**config.mk**
```make
export PLATFORM = sky130hd
export DESIGN_NAME = memory_access_hs
export DESIGN_NICKNAME = d
export VERILOG_FILES = /design/src/rtl/memory_access_hs_pkg.sv /design/src/rtl/memory_access_hs_load_align.sv /design/src/rtl/memory_access_hs.sv
export SDC_FILE = /design/constraint.sdc
export NUM_CORES = 1
export LEC_CHECK = 0
export CAP_MARGIN = 0
export CORE_AREA = 2 2 132 121
export DETAILED_ROUTE_END_ITERATION = 10
export DIE_AREA = 0 0 134 123
export DONT_BUFFER_PORTS = 1
export GPL_TIMING_DRIVEN = 0
export PLACE_DENSITY = 0.56
export SETUP_SLACK_MARGIN = 0.2
export SYNTH_ARGS = -nofsm -noshare
export SYNTH_HDL_FRONTEND = slang
export SYNTH_SLANG_ARGS = --single-unit
```
**constraint.sdc**
```tcl
create_clock -name clk_i -period 2.2 [get_ports clk_i]
set_clock_uncertainty 0.05 [all_clocks]
set_input_delay 0.33 -clock clk_i [delete_from_list [all_inputs] [get_ports clk_i]]
set_output_delay 0.33 -clock clk_i [all_outputs]
set_load 0.01 [all_outputs]
```
**src/rtl/memory_access_hs_pkg.sv**
```systemverilog
// Shared opcodes, funct3 size codes, FSM encoding and small decode helpers
// for the handshaked MEM stage.
package memory_access_hs_pkg;

    localparam logic [6:0] OP_LOAD = 7'b0000011;
    localparam logic [6:0] OP_S    = 7'b0100011;

    localparam logic [2:0] F3_B  = 3'b000;
    localparam logic [2:0] F3_H  = 3'b001;
    localparam logic [2:0] F3_W  = 3'b010;
    localparam logic [2:0] F3_BU = 3'b100;
    localparam logic [2:0] F3_HU = 3'b101;

    typedef enum logic [1:0] {
        MA_IDLE = 2'd0,
        MA_REQ  = 2'd1,
        MA_RESP = 2'd2,
        MA_DONE = 2'd3
    } ma_state_e;

    function automatic logic f3_legal(input logic is_load, input logic [2:0] f3);
        if (is_load) begin
            return (f3 == F3_B) || (f3 == F3_H) || (f3 == F3_W) ||
                   (f3 == F3_BU) || (f3 == F3_HU);
        end
        return (f3 == F3_B) || (f3 == F3_H) || (f3 == F3_W);
    endfunction

    function automatic logic misaligned(input logic [2:0] f3, input logic [1:0] off);
        case (f3)
            F3_H, F3_HU: return off[0];
            F3_W:        return off != 2'b00;
            default:     return 1'b0;
        endcase
    endfunction

    function automatic logic [3:0] size_be(input logic [2:0] f3, input logic [1:0] off);
        case (f3)
            F3_B, F3_BU: return 4'b0001 << off;
            F3_H, F3_HU: return 4'b0011 << off;
            default:     return 4'b1111;
        endcase
    endfunction

    // Replicating the store value means the bus picks the right lane via be alone.
    function automatic logic [31:0] store_wdata(input logic [2:0] f3, input logic [31:0] v);
        case (f3)
            F3_B:    return {4{v[7:0]}};
            F3_H:    return {2{v[15:0]}};
            default: return v;
        endcase
    endfunction

endpackage

```
**src/rtl/memory_access_hs_load_align.sv**
```systemverilog
// Selects the addressed byte/half of a word-aligned read and extends it.
module memory_access_hs_load_align
    import memory_access_hs_pkg::*;
(
    input  logic [31:0] rdata_i,
    input  logic [1:0]  off_i,
    input  logic [2:0]  funct3_i,
    output logic [31:0] data_o
);

    logic [31:0] shifted;

    assign shifted = rdata_i >> {off_i, 3'b000};

    always_comb begin
        case (funct3_i)
            F3_B:    data_o = {{24{shifted[7]}}, shifted[7:0]};
            F3_BU:   data_o = {24'h0, shifted[7:0]};
            F3_H:    data_o = {{16{shifted[15]}}, shifted[15:0]};
            F3_HU:   data_o = {16'h0, shifted[15:0]};
            default: data_o = rdata_i;
        endcase
    end

endmodule

```
**src/rtl/memory_access_hs.sv**
```systemverilog
// MEM stage: decodes loads/stores and runs one req/gnt/rvalid bus access at a
// time, stalling the pipeline until it completes, is rejected, or times out.
module memory_access_hs
    import memory_access_hs_pkg::*;
#(
    parameter int ADDR_W  = 32,
    parameter int TIMEOUT = 16
) (
    input  logic              clk_i,
    input  logic              rst_i,
    input  logic              M_valid_i,
    input  logic [6:0]        M_opcode_i,
    input  logic [9:0]        M_funct_i,
    input  logic [31:0]       M_valE_i,
    input  logic [31:0]       M_val2_i,
    output logic [31:0]       m_valM_o,
    output logic              m_valid_o,
    output logic              m_stall_o,
    output logic              m_misalign_o,
    output logic              m_buserr_o,
    output logic              dmem_req_o,
    output logic              dmem_we_o,
    output logic [ADDR_W-1:0] dmem_addr_o,
    output logic [3:0]        dmem_be_o,
    output logic [31:0]       dmem_wdata_o,
    input  logic              dmem_gnt_i,
    input  logic              dmem_rvalid_i,
    input  logic [31:0]       dmem_rdata_i
);

    localparam logic [7:0] CNT_LAST = 8'(TIMEOUT - 1);

    ma_state_e         state_q, state_d;
    logic [ADDR_W-1:0] addr_q, addr_d;
    logic              we_q, we_d;
    logic [3:0]        be_q, be_d;
    logic [31:0]       wdata_q, wdata_d;
    logic [2:0]        f3_q, f3_d;
    logic [1:0]        off_q, off_d;
    logic [31:0]       result_q, result_d;
    logic              buserr_q, buserr_d;
    logic [7:0]        cnt_q, cnt_d;

    logic              is_load, is_store, mem_op, bad_op, expired;
    logic [2:0]        f3_in;
    logic [31:0]       load_val;
    logic              unused_funct7;

    assign f3_in         = M_funct_i[2:0];
    assign unused_funct7 = ^M_funct_i[9:3];
    assign is_load       = (M_opcode_i == OP_LOAD);
    assign is_store      = (M_opcode_i == OP_S);
    assign mem_op        = M_valid_i && (is_load || is_store);
    assign bad_op        = !f3_legal(is_load, f3_in) || misaligned(f3_in, M_valE_i[1:0]);
    assign expired       = (cnt_q >= CNT_LAST);

    memory_access_hs_load_align u_load_align (
        .rdata_i  (dmem_rdata_i),
        .off_i    (off_q),
        .funct3_i (f3_q),
        .data_o   (load_val)
    );

    always_comb begin
        state_d  = state_q;
        addr_d   = addr_q;
        we_d     = we_q;
        be_d     = be_q;
        wdata_d  = wdata_q;
        f3_d     = f3_q;
        off_d    = off_q;
        result_d = result_q;
        buserr_d = buserr_q;
        cnt_d    = cnt_q;
        case (state_q)
            MA_IDLE: begin
                if (mem_op && !bad_op) begin
                    state_d  = MA_REQ;
                    addr_d   = {M_valE_i[ADDR_W-1:2], 2'b00};
                    we_d     = is_store;
                    be_d     = size_be(f3_in, M_valE_i[1:0]);
                    wdata_d  = is_store ? store_wdata(f3_in, M_val2_i) : 32'h0;
                    f3_d     = f3_in;
                    off_d    = M_valE_i[1:0];
                    result_d = 32'h0;
                    buserr_d = 1'b0;
                    cnt_d    = 8'h0;
                end
            end
            MA_REQ: begin
                cnt_d = cnt_q + 8'd1;
                if (dmem_gnt_i) begin
                    state_d = we_q ? MA_DONE : MA_RESP;
                end else if (expired) begin
                    state_d  = MA_DONE;
                    buserr_d = 1'b1;
                end
            end
            MA_RESP: begin
                // rvalid is only honoured here, never in the grant cycle.
                cnt_d = cnt_q + 8'd1;
                if (dmem_rvalid_i) begin
                    state_d  = MA_DONE;
                    result_d = load_val;
                end else if (expired) begin
                    state_d  = MA_DONE;
                    buserr_d = 1'b1;
                end
            end
            MA_DONE: state_d = MA_IDLE;
            default: state_d = MA_IDLE;
        endcase
    end

    always_ff @(posedge clk_i) begin
        if (rst_i) begin
            state_q  <= MA_IDLE;
            addr_q   <= '0;
            we_q     <= 1'b0;
            be_q     <= 4'h0;
            wdata_q  <= 32'h0;
            f3_q     <= 3'h0;
            off_q    <= 2'h0;
            result_q <= 32'h0;
            buserr_q <= 1'b0;
            cnt_q    <= 8'h0;
        end else begin
            state_q  <= state_d;
            addr_q   <= addr_d;
            we_q     <= we_d;
            be_q     <= be_d;
            wdata_q  <= wdata_d;
            f3_q     <= f3_d;
            off_q    <= off_d;
            result_q <= result_d;
            buserr_q <= buserr_d;
            cnt_q    <= cnt_d;
        end
    end

    // IDLE outputs are a combinational view of the M inputs; all others come from flops.
    always_comb begin
        m_valM_o     = 32'h0;
        m_valid_o    = 1'b0;
        m_stall_o    = 1'b0;
        m_misalign_o = 1'b0;
        m_buserr_o   = 1'b0;
        dmem_req_o   = 1'b0;
        dmem_we_o    = 1'b0;
        dmem_addr_o  = '0;
        dmem_be_o    = 4'h0;
        dmem_wdata_o = 32'h0;
        if (!rst_i) begin
            case (state_q)
                MA_IDLE: begin
                    m_valid_o    = M_valid_i && (!mem_op || bad_op);
                    m_misalign_o = mem_op && bad_op;
                    m_stall_o    = mem_op && !bad_op;
                end
                MA_REQ: begin
                    m_stall_o    = 1'b1;
                    dmem_req_o   = 1'b1;
                    dmem_we_o    = we_q;
                    dmem_addr_o  = addr_q;
                    dmem_be_o    = be_q;
                    dmem_wdata_o = wdata_q;
                end
                MA_RESP: m_stall_o = 1'b1;
                MA_DONE: begin
                    m_valid_o  = 1'b1;
                    m_valM_o   = result_q;
                    m_buserr_o = buserr_q;
                end
                default: ;
            endcase
        end
    end

endmodule

```
* Word level (Yosys, flattened, before mapping) *
Index checks and enable logic that the tools add are counted.

operators by class
  add/sub/neg operators = 1
  magnitude comparators = 1
  equal/unequal tests = 16
  shifts and indexed selects = 3
  multiplexer cells = 44
  reductions and logical operators = 28

operators by type and width
  kind                   count
  $mux W32               9
  $pmux W32 S2           2
  $pmux W32 S4           1
  $shr A32 B5 Y16        1
  $mux W1                18
  $pmux W8 S2            1
  $eq A3 B3 Y1 const B   4
  $add A8 B1 Y8 const B  1
  $ge A8 B4 Y1 const B   1
  $mux W2                4
  $mux W4                2
  $mux W8                1
  $ne A2 B2 Y1 const B   4
  $pmux W2 S4            1
  $pmux W4 S2            1
  $eq A7 B2 Y1 const B   1
  $eq A7 B6 Y1 const B   1
  $logic_or A1 B1 Y1     7
  $eq A3 B1 Y1 const B   2
  $logic_not A3 Y1       2
  $pmux W1 S2            3
  $reduce_bool A2 Y1     3
  $reduce_or A2 Y1       3
  $eq A2 B2 Y1 const B   2
  12 further kinds       18

word-level totals
  register bits = 115
  output and inout port bits = 106
  logic and storage cells = 103

* Logic depth before layout (Yosys ltp) *
Gate-level depths: netlist (run 1).

  depth after elaboration = 13
  mapped depth = 8
  mapped depth without buffers = 7

* By module *
From an unflattened synthesis (run 1), not the netlist that was laid out.

unflattened totals
  cell total of the unflattened synthesis = 832
  area total of the unflattened synthesis = 6,521.3 um^2

modules (own cells, without submodules)
  module                       instances  cells each  area an instance (um^2)  seq. area each (um^2)
  memory_access_hs             1          721         5,805.6                  2,302.2
  memory_access_hs_load_align  1          111         715.7                    0.0

* Worst setup path after synthesis (run 1) *
No wires, ideal clock.

  path type = register to output
  start point = register state_q[0]
  end point = output port m_stall_o
  arrival = 1,956 ps
  required time = 1,820 ps
  setup slack = -136 ps
  stages on the path, launching flop included = 7
  buffers on the path = 1
  cell sequence = dfxtp_1 -> inv_1 -> ha_1 -> or4bb_1 -> or3_1 -> buf_2 -> a211oi_1

on the way
  cells in the longest elaborated chain, start to end = 4
  elaborated cells between the ends (all ways) = 6
  those cells by class = eq/ne (2); mux (2); reduce/logical (2)

RTL lines
  item                                          line                     text
  start: declaration                            memory_access_hs.sv:33   ma_state_e state_q, state_d;
  start signal: assignment                      memory_access_hs.sv:128  state_q <= state_d;
  $eq A2 B1 Y1 or $eq A2 B2 Y1 (tied branches)  memory_access_hs.sv:154  case (state_q)
  $reduce_or A2 Y1 (no source line)             n/a
  $pmux W1 S2 *                                 memory_access_hs.sv:154
  $mux W1 *                                     memory_access_hs.sv:153  if (!rst_i) begin
  end: declaration                              memory_access_hs.sv:18   output logic m_stall_o,

Every way passes the cells marked *; elsewhere a longest branch is shown, timed or not.

* Worst setup path in the final report (run 1) *
Ends and elaborated chain as after synthesis.

==> flow_summary.yaml, run 1 <==
synth:
  netlist.area_leader.share_pct: 38.7
  synthTopCellsByCount: "nand2_1, dfxtp_1, and2_1"
  ys_seq_area_share_pct: 38.7
  yosys.area.top_type: "dfxtp_1"
  synthDistinctLibCells: 51
  synth_edf_count: 0
  synthCells: 760
  async_flop_share_pct: 0
  synthSimpleGateAreaFrac_pct: 28.8
  synth_flop_cell: "dfxtp_1"
  synth_seq_cells: 115
  synth_fa_ha_area_share_pct: 1.47
  ys_top_cells_by_area: "dfxtp_1, and2_1, nand2_1"
  synth.area.mux_share_pct: 5.76
  synth.most_common_cell: "nand2_1"
  synth_warnings: 0
  synth-compound-area-share_pct: 19.7
  synthXorXnorAreaFrac_pct: 0.294
  synth_top_family_by_area: "simple AND/OR/NAND/NOR gates"
  synth_area_mm2: 0.00595
  syn-mean-instance-area_um2: 7.83
placement:
  port_buffers: 0
  pre_cts_slack_ns: -0.511
  gp_congestion: 0.861
  dp_hpwl_um: 14200
final_layout:
  final_nets: 998
  layout-drive-gt1-share_pct: 33.1
  synthToLayoutAreaGrowth_pct: 45.0
  num_antenna_cells: 0
cts:
  clock_path_buffers: 2
  clk_latency_ns: 0.42
  clock_sinks: 115
  cts_tree: "yes"
  clockRootBuffer: "clkbuf_16"
  cts_max_level: 4
  cts-buffers-inserted: 17
  clkTransAtPathRegs_ns: 0.05
floorplanning:
  die-height_um: 123
  die_w_um: 134
  ios: 224
  fp-row-count: 43
  initial_utilization_pct: 39.4
  dieArea_mm2: 0.0165
  core_area_mm2: 0.0151
worst_setup_path:
  end_kind: "output pin"
  crit_buf_inv: 2
  slowest_delay_ns: 0.47
  crit_family: "simple AND/OR/NAND/NOR gates"
  critical_path_required_ns: 1.82
  cp_slowest_cell: "or4bb_4"
  crit_type: "flip-flop to output pin"
  cp.arrival_ns: 2.18
  startpoint_type: "flip-flop"
  path_cells: "inv_4 > ha_4 > or4bb_4 > or3_4 > buf_8 > a211oi_4"
  crit_fanout: 2
pwr:
  ir_worst_vdd_mv: 0.493
  p_leak_nw: 3.19
  power.density_mw_per_mm2: 722
  power.total_mw: 6.22
timing:
  final_min_period_over_clock_period_pct: 117
  setup_tns_ns: -10.32
  slew_viol_final: 0
  fmax_ghz: 0.390
  worst_slew_pin_slew_ns: 0.772
  finalHoldViolCount: 0
  setup_ws_ns: -0.364
  rsz0062_at_grt: "true"
  relSlewSlack_pct: 48.5
  min_period_ns: 2.56
  setup_viol: 127
grt:
  grt_max_degree: 17
  overflow: 0
  antenna_found_initial: 0
  grt_pass1_vias: 5907
  grt_pass1_wl_um: 31000
  grt.total_usage_pct: 24.2
routing:
  drt_first_pass_iters: 6
  drc: 0
  drtIter0Drc: 308
  via_per_inst: 5.50
  route.vias.total: 5974
  wire_per_inst_um: 19.5
  drt_wl_total_um: 21200
  antenna_left: 0
flow_run:
  drv_cap: 0
status:
  violations: "negative setup slack"
  outcome: "finished, violations left"
min_path:
  worst_hold_path_type: "primary input to flip-flop"
==> registers in the layout (all words and copies together) (netlist names) <==
signal,count
result_q,32
off_q,2
be_q,4
state_q,2
wdata_q,32
addr_q,30
we_q,1
cnt_q,8
f3_q,3
buserr_q,1
==> worst reg2reg max path: cells and delay by family, from the launching register on <==
kind / cells / cell delay [ns]
buffers and inverters: 5 / 0.65
AO/OA/AOI/OAI: 1 / 0.06
flip-flops: 1 / 0.36
adder cells (fa/ha/maj): 1 / 0.13
AND/OR/NAND/NOR: 3 / 0.90
==> cell usage in the layout, fill, tap and decap left out, types with 6 or more instances in the layout <==
cell type,count
o2bb2ai_1,25
clkbuf_16,28
nor3_1,6
dfxtp_1,113
buf_6,26
clkbuf_1,16
o221ai_1,7
nor2_1,59
buf_4,32
clkinv_2,7
mux2i_1,32
o211ai_1,8
nand2_2,14
o21ai_0,30
a21oi_2,6
and2_4,100
a21oi_1,56
buf_8,14
nand3_1,21
nand2_1,119
a22oi_1,7
dlygate4sd3_1,31
inv_1,10
==> metrics by stage <==
stage,cells,hold slack (ns),instance area [µm²],utilization [%]
finish,1087,0.0146,8630,57.1
floorplan,761,0.367,5990,-
global placement,963,0.379,6240,41.3
detailed placement,963,0.385,6240,41.3
CTS,1055,0.000794,7910,52.3
global route,1087,0.0120,8630,57.1
==> kinds of logic (layout without fill, tap and decap cells) <==
logic type / count (synthesis) / count (layout)
other: 1 / 2
buffers and inverters: 71 / 195
adder cells (fa/ha/maj): 7 / 7
flip-flops: 115 / 115
XOR/XNOR: 2 / 2
multiplexers: 33 / 33
AO/OA/AOI/OAI: 178 / 178
AND/OR/NAND/NOR: 353 / 353
==> layout make-up <==
class	instances	area, µm²
buffer	57	514
clock buffer	21	470
clock inverter	10	60.1
fill	1370	6490
inverter	13	58.8
multi-input combinational	575	3900
sequential	115	2310
tap	202	253
timing repair buffer	94	1060
==> where the power goes <==
part           leakage (nW)  internal, mW  total (mW)  switching [mW]
Clock                 0.268          1.50        2.46           0.951
Sequential            0.928          2.13        2.17          0.0349
Combinational          1.99         0.801        1.60           0.800
Total                  3.19          4.44        6.22            1.79
==> final timing paths <==
| check | from | end | slack, ns | depth (start not counted) |
|---|---|---|---|---|
| worst min register to register | addr_q[14]$_SDFFE_PP0P_ | addr_q[14]$_SDFFE_PP0P_ | 0.40 | 2 |
| worst min-delay path | M_valE_i[12] | addr_q[12]$_SDFFE_PP0P_ | 0.01 | 2 |
| worst max register to register | state_q[0]$_SDFFE_PP0P_ | addr_q[26]$_SDFFE_PP0P_ | -0.10 | 10 |
| worst max-delay path | state_q[0]$_SDFFE_PP0P_ | m_stall_o | -0.36 | 6 |
==> per-layer routing <==
layer,global-route usage [%],routed length [µm],up-vias
met5,0,0,-
met4,9.38,426,0
met3,8.73,1760,32
met2,40.0,10300,226
met1,29.0,8730,2887
li1,-,-,2829
==> what timing repair did <==
item                                    in CTS  in global routing
endpoints found under the setup margin     204                205
pin swaps                                   49                 35
endpoints found under the hold margin       31                  0
gates resized for setup                    179                124
cloned                                       4                 10
buffers inserted                            27                 22
hold buffers                                31                  0
No activity file was read; power rests on OpenSTA's default activity.
==> inputs of run 2 (changes only) <==
- ABC_AREA: not set -> 1
- CORE_AREA: 2 2 132 121 -> 2 2 140 129
- DIE_AREA: 0 0 134 123 -> 0 0 142 131
==> run 2 against run 1 <==
The flow now finishes without violations; hold slack got worse by 0.0086 ns; critical path depth increased by 1; combinational power decreased by 23%; area after synthesis increased by 13%; highest routed layer unchanged.
==> flow_summary.yaml, run 2 <==
status:
  outcome: "finished, final reports clean"
synth:
  synth.most_common_cell: "nand2_1"
  syn-mean-instance-area_um2: 5.82
  synth_area_mm2: 0.00675
  synthSimpleGateAreaFrac_pct: 42.0
  synth_flop_cell: "dfxtp_1"
  synthTopCellsByCount: "nand2_1, nor2_1, dfxtp_1"
  synth_top_family_by_area: "simple AND/OR/NAND/NOR gates"
  synth_warnings: 0
  synth-compound-area-share_pct: 12.5
  synth_edf_count: 0
  synthCells: 1160
  ys_seq_area_share_pct: 34.1
  synth.area.mux_share_pct: 0
  synth_fa_ha_area_share_pct: 1.30
  yosys.area.top_type: "dfxtp_1"
  ys_top_cells_by_area: "dfxtp_1, nand2_1, nor2_1"
  synth_seq_cells: 115
  async_flop_share_pct: 0
  synthDistinctLibCells: 38
  netlist.area_leader.share_pct: 34.1
  synthXorXnorAreaFrac_pct: 0.130
routing:
  via_per_inst: 5.11
  wire_per_inst_um: 16.4
  antenna_left: 0
  drt_wl_total_um: 24200
  drt_first_pass_iters: 4
  drc: 0
  drtIter0Drc: 483
  route.vias.total: 7543
pwr:
  pwr-share-clk_pct: 46.2
  switching_share_pct: 27.6
  p_switching_mw: 1.78
  combPwrFrac_pct: 19.0
  p_leak_nw: 4.21
  power.density_mw_per_mm2: 691
  seq_power_share_pct: 34.8
  ir_worst_vdd_mv: 0.497
  p_int_mw: 4.68
worst_setup_path:
  end_kind: "output pin"
  rrSetupSlack_ns: 0.31
  cp.arrival_ns: 1.72
  crit_type: "flip-flop to output pin"
  crit_fanout: 7
  critical_path_required_ns: 1.82
  startpoint_type: "flip-flop"
final_layout:
  multi_input_area_mm2: 0.00458
  final_common_cell: "nand2_1"
  final_nets: 1372
  final_cell_mix: "nand2_1, nor2_1, dfxtp_1"
  fillers: 1767
  layout-drive-gt1-share_pct: 22.2
  synthToLayoutAreaGrowth_pct: 38.5
  register_area_mm2: 0.00231
  top_regs: "result_q x32, wdata_q x32, addr_q x30"
  num_antenna_cells: 0
timing:
  min_period_ns: 2.10
  final_min_period_over_clock_period_pct: 95.5
  rsz0062_at_grt: "true"
  worst_slew_pin_slew_ns: 0.799
  setup_ws_ns: 0.0991
  slew_viol_final: 0
  setup_viol: 0
  relSlewSlack_pct: 46.8
  fmax_ghz: 0.476
  finalHoldViolCount: 0
  setup_tns_ns: 0
floorplanning:
  core_area_mm2: 0.0172
  fp-row-count: 46
  die-height_um: 131
  initial_utilization_pct: 39.2
  ios: 224
  dieArea_mm2: 0.0186
  die_w_um: 142
cts:
  clkTransAtPathRegs_ns: 0.06
  cts_max_level: 4
  clock_sinks: 115
  clk_latency_ns: 0.41
  cts-buffers-inserted: 17
  clock_path_buffers: 2
  clockRootBuffer: "clkbuf_16"
  cts_tree: "yes"
grt:
  grt_pass1_wl_um: 36700
  grt_max_degree: 17
  antenna_found_initial: 0
  overflow: 0
  grt_pass1_vias: 7000
  grt.total_usage_pct: 25.6
min_path:
  worst_hold_path_type: "primary input to flip-flop"
placement:
  dp_hpwl_um: 17300
  gp_congestion: 0.923
  pre_cts_slack_ns: -0.365
  port_buffers: 0
flow_run:
  drv_cap: 0
run 2: cell types whose count changed after synthesis, sizes merged, moves of 16 or more:
cell,previous run,this run
nor2,63,288
nand2,135,344
and2,101,0
inv,13,88
nand3,22,63
mux2i,32,0
o21ai,38,69
o2bb2ai,25,0
a21oi,64,83
buf,23,39
run 2: cell families (layout without fill, tap and decap cells):
| family | Yosys count | count (layout) |
|---|---|---|
| AO/OA/AOI/OAI | 164 | 164 |
| XOR/XNOR | 1 | 1 |
| adder cells (fa/ha/maj) | 7 | 7 |
| buffers and inverters | 162 | 261 |
| flip-flops | 115 | 115 |
| other | 1 | 2 |
| AND/OR/NAND/NOR | 710 | 710 |
run 2: cell type report:
class                      count  share of cell area (%)
clock inverter                 9                    1.62
multi-input combinational    884                    49.0
sequential                   115                    24.7
inverter                      89                    3.85
clock buffer                  23                    5.11
timing repair buffer          67                    7.31
buffer                        73                    5.54
tap                          216                    2.89
run 2: worst paths after layout:
path,end,startpoint,depth (start not counted)
setup reg to reg,wdata_q[20]$_SDFFE_PP0P_,state_q[0]$_SDFFE_PP0P_,11
setup / recovery,dmem_addr_o[18],state_q[1]$_SDFFE_PP0P_,7
hold / removal,addr_q[18]$_SDFFE_PP0P_,M_valE_i[18],2
hold reg to reg,buserr_q$_SDFFE_PP0P_,buserr_q$_SDFFE_PP0P_,2
run 2: per-layer routing:
layer	part of all wire [%]	GRT usage [%]	routed length, µm	vias to the layer above
li1	-	-	-	3792
met1	45	33.3	10800	3482
met2	45	41.0	11000	243
met3	7.9	7.84	1910	26
met4	1.9	7.65	466	0
met5	0	0	0	-
run 2: what timing repair did:
| item | 4_1_cts | 5_1_grt |
|---|---|---|
| pin swaps | 38 | 48 |
| gates cloned | 5 | 0 |
| hold endpoints to repair | 28 | 0 |
| setup endpoints to repair | 207 | 174 |
| buffers inserted | 18 | 16 |
| hold buffers | 28 | 0 |
| gates resized for setup | 205 | 112 |
run 2: power by group through the flow:
| stage | Sequential (mW) | Combinational (mW) | Clock, mW |
|---|---|---|---|
| floorplan | 2.27 | 0.584 | 0 |
| global placement | 2.29 | 0.777 | 0 |
| detailed placement | 2.29 | 0.779 | 0 |
| CTS | 2.25 | 1.13 | 3.05 |
| global route | 2.26 | 1.35 | 3.12 |
| finish | 2.24 | 1.23 | 2.98 |
run 2: critical path: stages (launching register included):
cell and delay, ns:
dfxtp_4 0.36, inv_4 0.08, ha_4 0.20, clkbuf_16 0.19, buf_12 0.12, clkbuf_16 0.13
nand2_1 0.07, nor2_2 0.14
run 2: stage by stage:
step / hold slack [ns] / util [%] / std cells / cell area (µm²) / power, mW
after global routing: 0.000125 / 54.3 / 1476 / 9350 / 6.73
after floorplan: 0.380 / - / 1161 / 6760 / 2.85
after CTS: 0.000584 / 51.8 / 1460 / 8910 / 6.42
after global placement: 0.393 / 40.9 / 1377 / 7030 / 3.06
final: 0.00604 / 54.3 / 1476 / 9350 / 6.46
after detailed placement: 0.399 / 40.9 / 1377 / 7030 / 3.07
==> inputs of run 3 (changes only) <==
- RECOVER_POWER: not set -> 100
- SLEW_MARGIN: not set -> 15
==> run 3 against run 2 <==
Final cell count unchanged; final area down 4.4%; maximum frequency shrank 1.7%; combinational power shrank 5%; via count grew 0.64%; utilization down 2.4 points; register-to-register slack worse by 0.16 ns; non-clock buffer count did not move; critical endpoint is now dmem_addr_o[29]; largest power group unchanged.
==> flow_summary.yaml, run 3 (synthesis gave the netlist of run 2 again) <==
timing:
  worst_slew_pin_slew_ns: 0.674
  rsz0062_at_grt: "true"
  setup_ws_ns: 0.0636
  final_min_period_over_clock_period_pct: 97.1
  finalHoldViolCount: 0
  timing.hold.ws_ns: 0.00722
  slew_viol_final: 0
  setup_viol: 0
  relSlewSlack_pct: 55.1
  fmax_ghz: 0.468
  min_period_ns: 2.14
worst_setup_path:
  path_cells: "inv_4 > ha_4 > clkbuf_16 > buf_12 > buf_8 > nand2_4 > nor2_2"
  cp.arrival_ns: 1.76
  end_kind: "output pin"
  startpoint_type: "flip-flop"
  crit_buf_inv: 4
  cp.depth: 7
  reg2reg_depth: 12
  cp_slowest_cell: "dfxtp_4"
  crit_family: "buffers and inverters"
  crit_fanout: 7
  critical_path_required_ns: 1.82
  crit_type: "flip-flop to output pin"
  slowest_delay_ns: 0.36
placement:
  gp_congestion: 0.923
  dp_hpwl_um: 17300
  pre_cts_slack_ns: -0.365
  port_buffers: 0
final_layout:
  num_antenna_cells: 0
  final_common_cell: "nand2_1"
  final_nets: 1372
  top_regs: "result_q x32, wdata_q x32, addr_q x30"
  synthToLayoutAreaGrowth_pct: 32.4
  layout-drive-gt1-share_pct: 17.4
  final_cell_mix: "nand2_1, nor2_1, dfxtp_1"
routing:
  drtIter0Drc: 444
  drt_wl_total_um: 24200
  via_per_inst: 5.14
  antenna_left: 0
  route.vias.total: 7591
  drc: 0
  wire_per_inst_um: 16.4
  drt_first_pass_iters: 5
cts:
  clkTransAtPathRegs_ns: 0.06
  cts_tree: "yes"
  clock_path_buffers: 2
  clk_latency_ns: 0.41
  clock_sinks: 115
  cts_max_level: 4
  clockRootBuffer: "clkbuf_16"
  cts-buffers-inserted: 17
min_path:
  worstHoldPathCells: 2
  worst_hold_path_type: "primary input to flip-flop"
pwr:
  p_leak_nw: 4.15
  power.total_mw: 6.40
  power.density_mw_per_mm2: 716
  ir_worst_vdd_mv: 0.496
grt:
  overflow: 0
  grt_pass1_wl_um: 36700
  grt_max_degree: 17
  antenna_found_initial: 0
  grt_pass1_vias: 7000
  grt.total_usage_pct: 25.6
flow_run:
  drv_cap: 0
floorplanning:
  dieArea_mm2: 0.0186
  fp-row-count: 46
  initial_utilization_pct: 39.2
  die_w_um: 142
  ios: 224
  die-height_um: 131
  core_area_mm2: 0.0172
status:
  outcome: "finished, final reports clean"
[run 3: cell types whose count changed in the layout (fill, tap and decap cells not counted), moves of 3 or more]
cell      previous run  this run
buf_2               13         8
clkbuf_2            15        27
nor3_1               1         4
nor2_2              40        18
nor2_4              44        13
nor2_1             204       257
nor3_4               6         0
buf_4               40        30
clkbuf_1            18        22
nor3_2               1         4
[run 3: report_power, final]
part	internal [mW]	switching (mW)
Sequential	2.19	0.0559
Combinational	0.482	0.688
Clock	1.98	1.00
Total	4.65	1.75
[run 3: final timing paths]
| path | startpoint | slack (ns) | to |
|---|---|---|---|
| max | state_q[1]$_SDFFE_PP0P_ | 0.06 | dmem_addr_o[29] |
| min reg2reg | be_q[0]$_SDFFE_PP0P_ | 0.41 | be_q[0]$_SDFFE_PP0P_ |
| min | M_valE_i[18] | 0.007 | addr_q[18]$_SDFFE_PP0P_ |
| max reg2reg | state_q[0]$_SDFFE_PP0P_ | 0.15 | result_q[27]$_SDFFE_PP0P_ |
[run 3: worst reg2reg max path, cell delays in order, from the launching register on]
cell and delay [ns]:
dfxtp_4 0.37, inv_4 0.07, ha_4 0.16, inv_4 0.04
nor2_4 0.10, nand3_4 0.10, buf_12 0.15, nand2_8 0.07
clkbuf_2 0.23, clkbuf_2 0.31, nand3_1 0.15, nand2_1 0.09
nor2_1 0.05
[run 3: stage by stage]
stage                     area (µm²)  instances  util, %  setup TNS, ns
after global placement          7030       1377     40.9         -14.45
final                           8940       1476     52.0              0
after global routing            8940       1476     52.0              0
after detailed placement        7030       1377     40.9         -14.61
after CTS                       8910       1460     51.8              0
after floorplan                 6760       1161        -              0
[run 3: area by class of cell]
cell class              count  area, µm²
flip-flops and latches    115       2310
multi-input cells         884       4220
clock inverters             9        151
inverters                  89        358
fillers                  1851       8270
repair buffers             67        653
plain buffers              73        502
well taps                 216        270
clock buffers              23        478
[run 3: timing repair]
item	CTS	global route
hold buffers	28	0
gates resized for setup	205	112
endpoints found under the hold margin	28	0
gates cloned	5	0
setup endpoints to repair	207	174
pin swaps	38	48
buffers inserted	18	16
[run 3: layer usage]
| metal | vias up | wire length, µm | global-route usage (%) |
|---|---|---|---|
| met5 | - | 0 | 0 |
| met4 | 0 | 483 | 7.65 |
| met3 | 31 | 1950 | 7.84 |
| met2 | 255 | 10900 | 41.0 |
| met1 | 3507 | 10800 | 33.3 |
| li1 | 3798 | - | - |
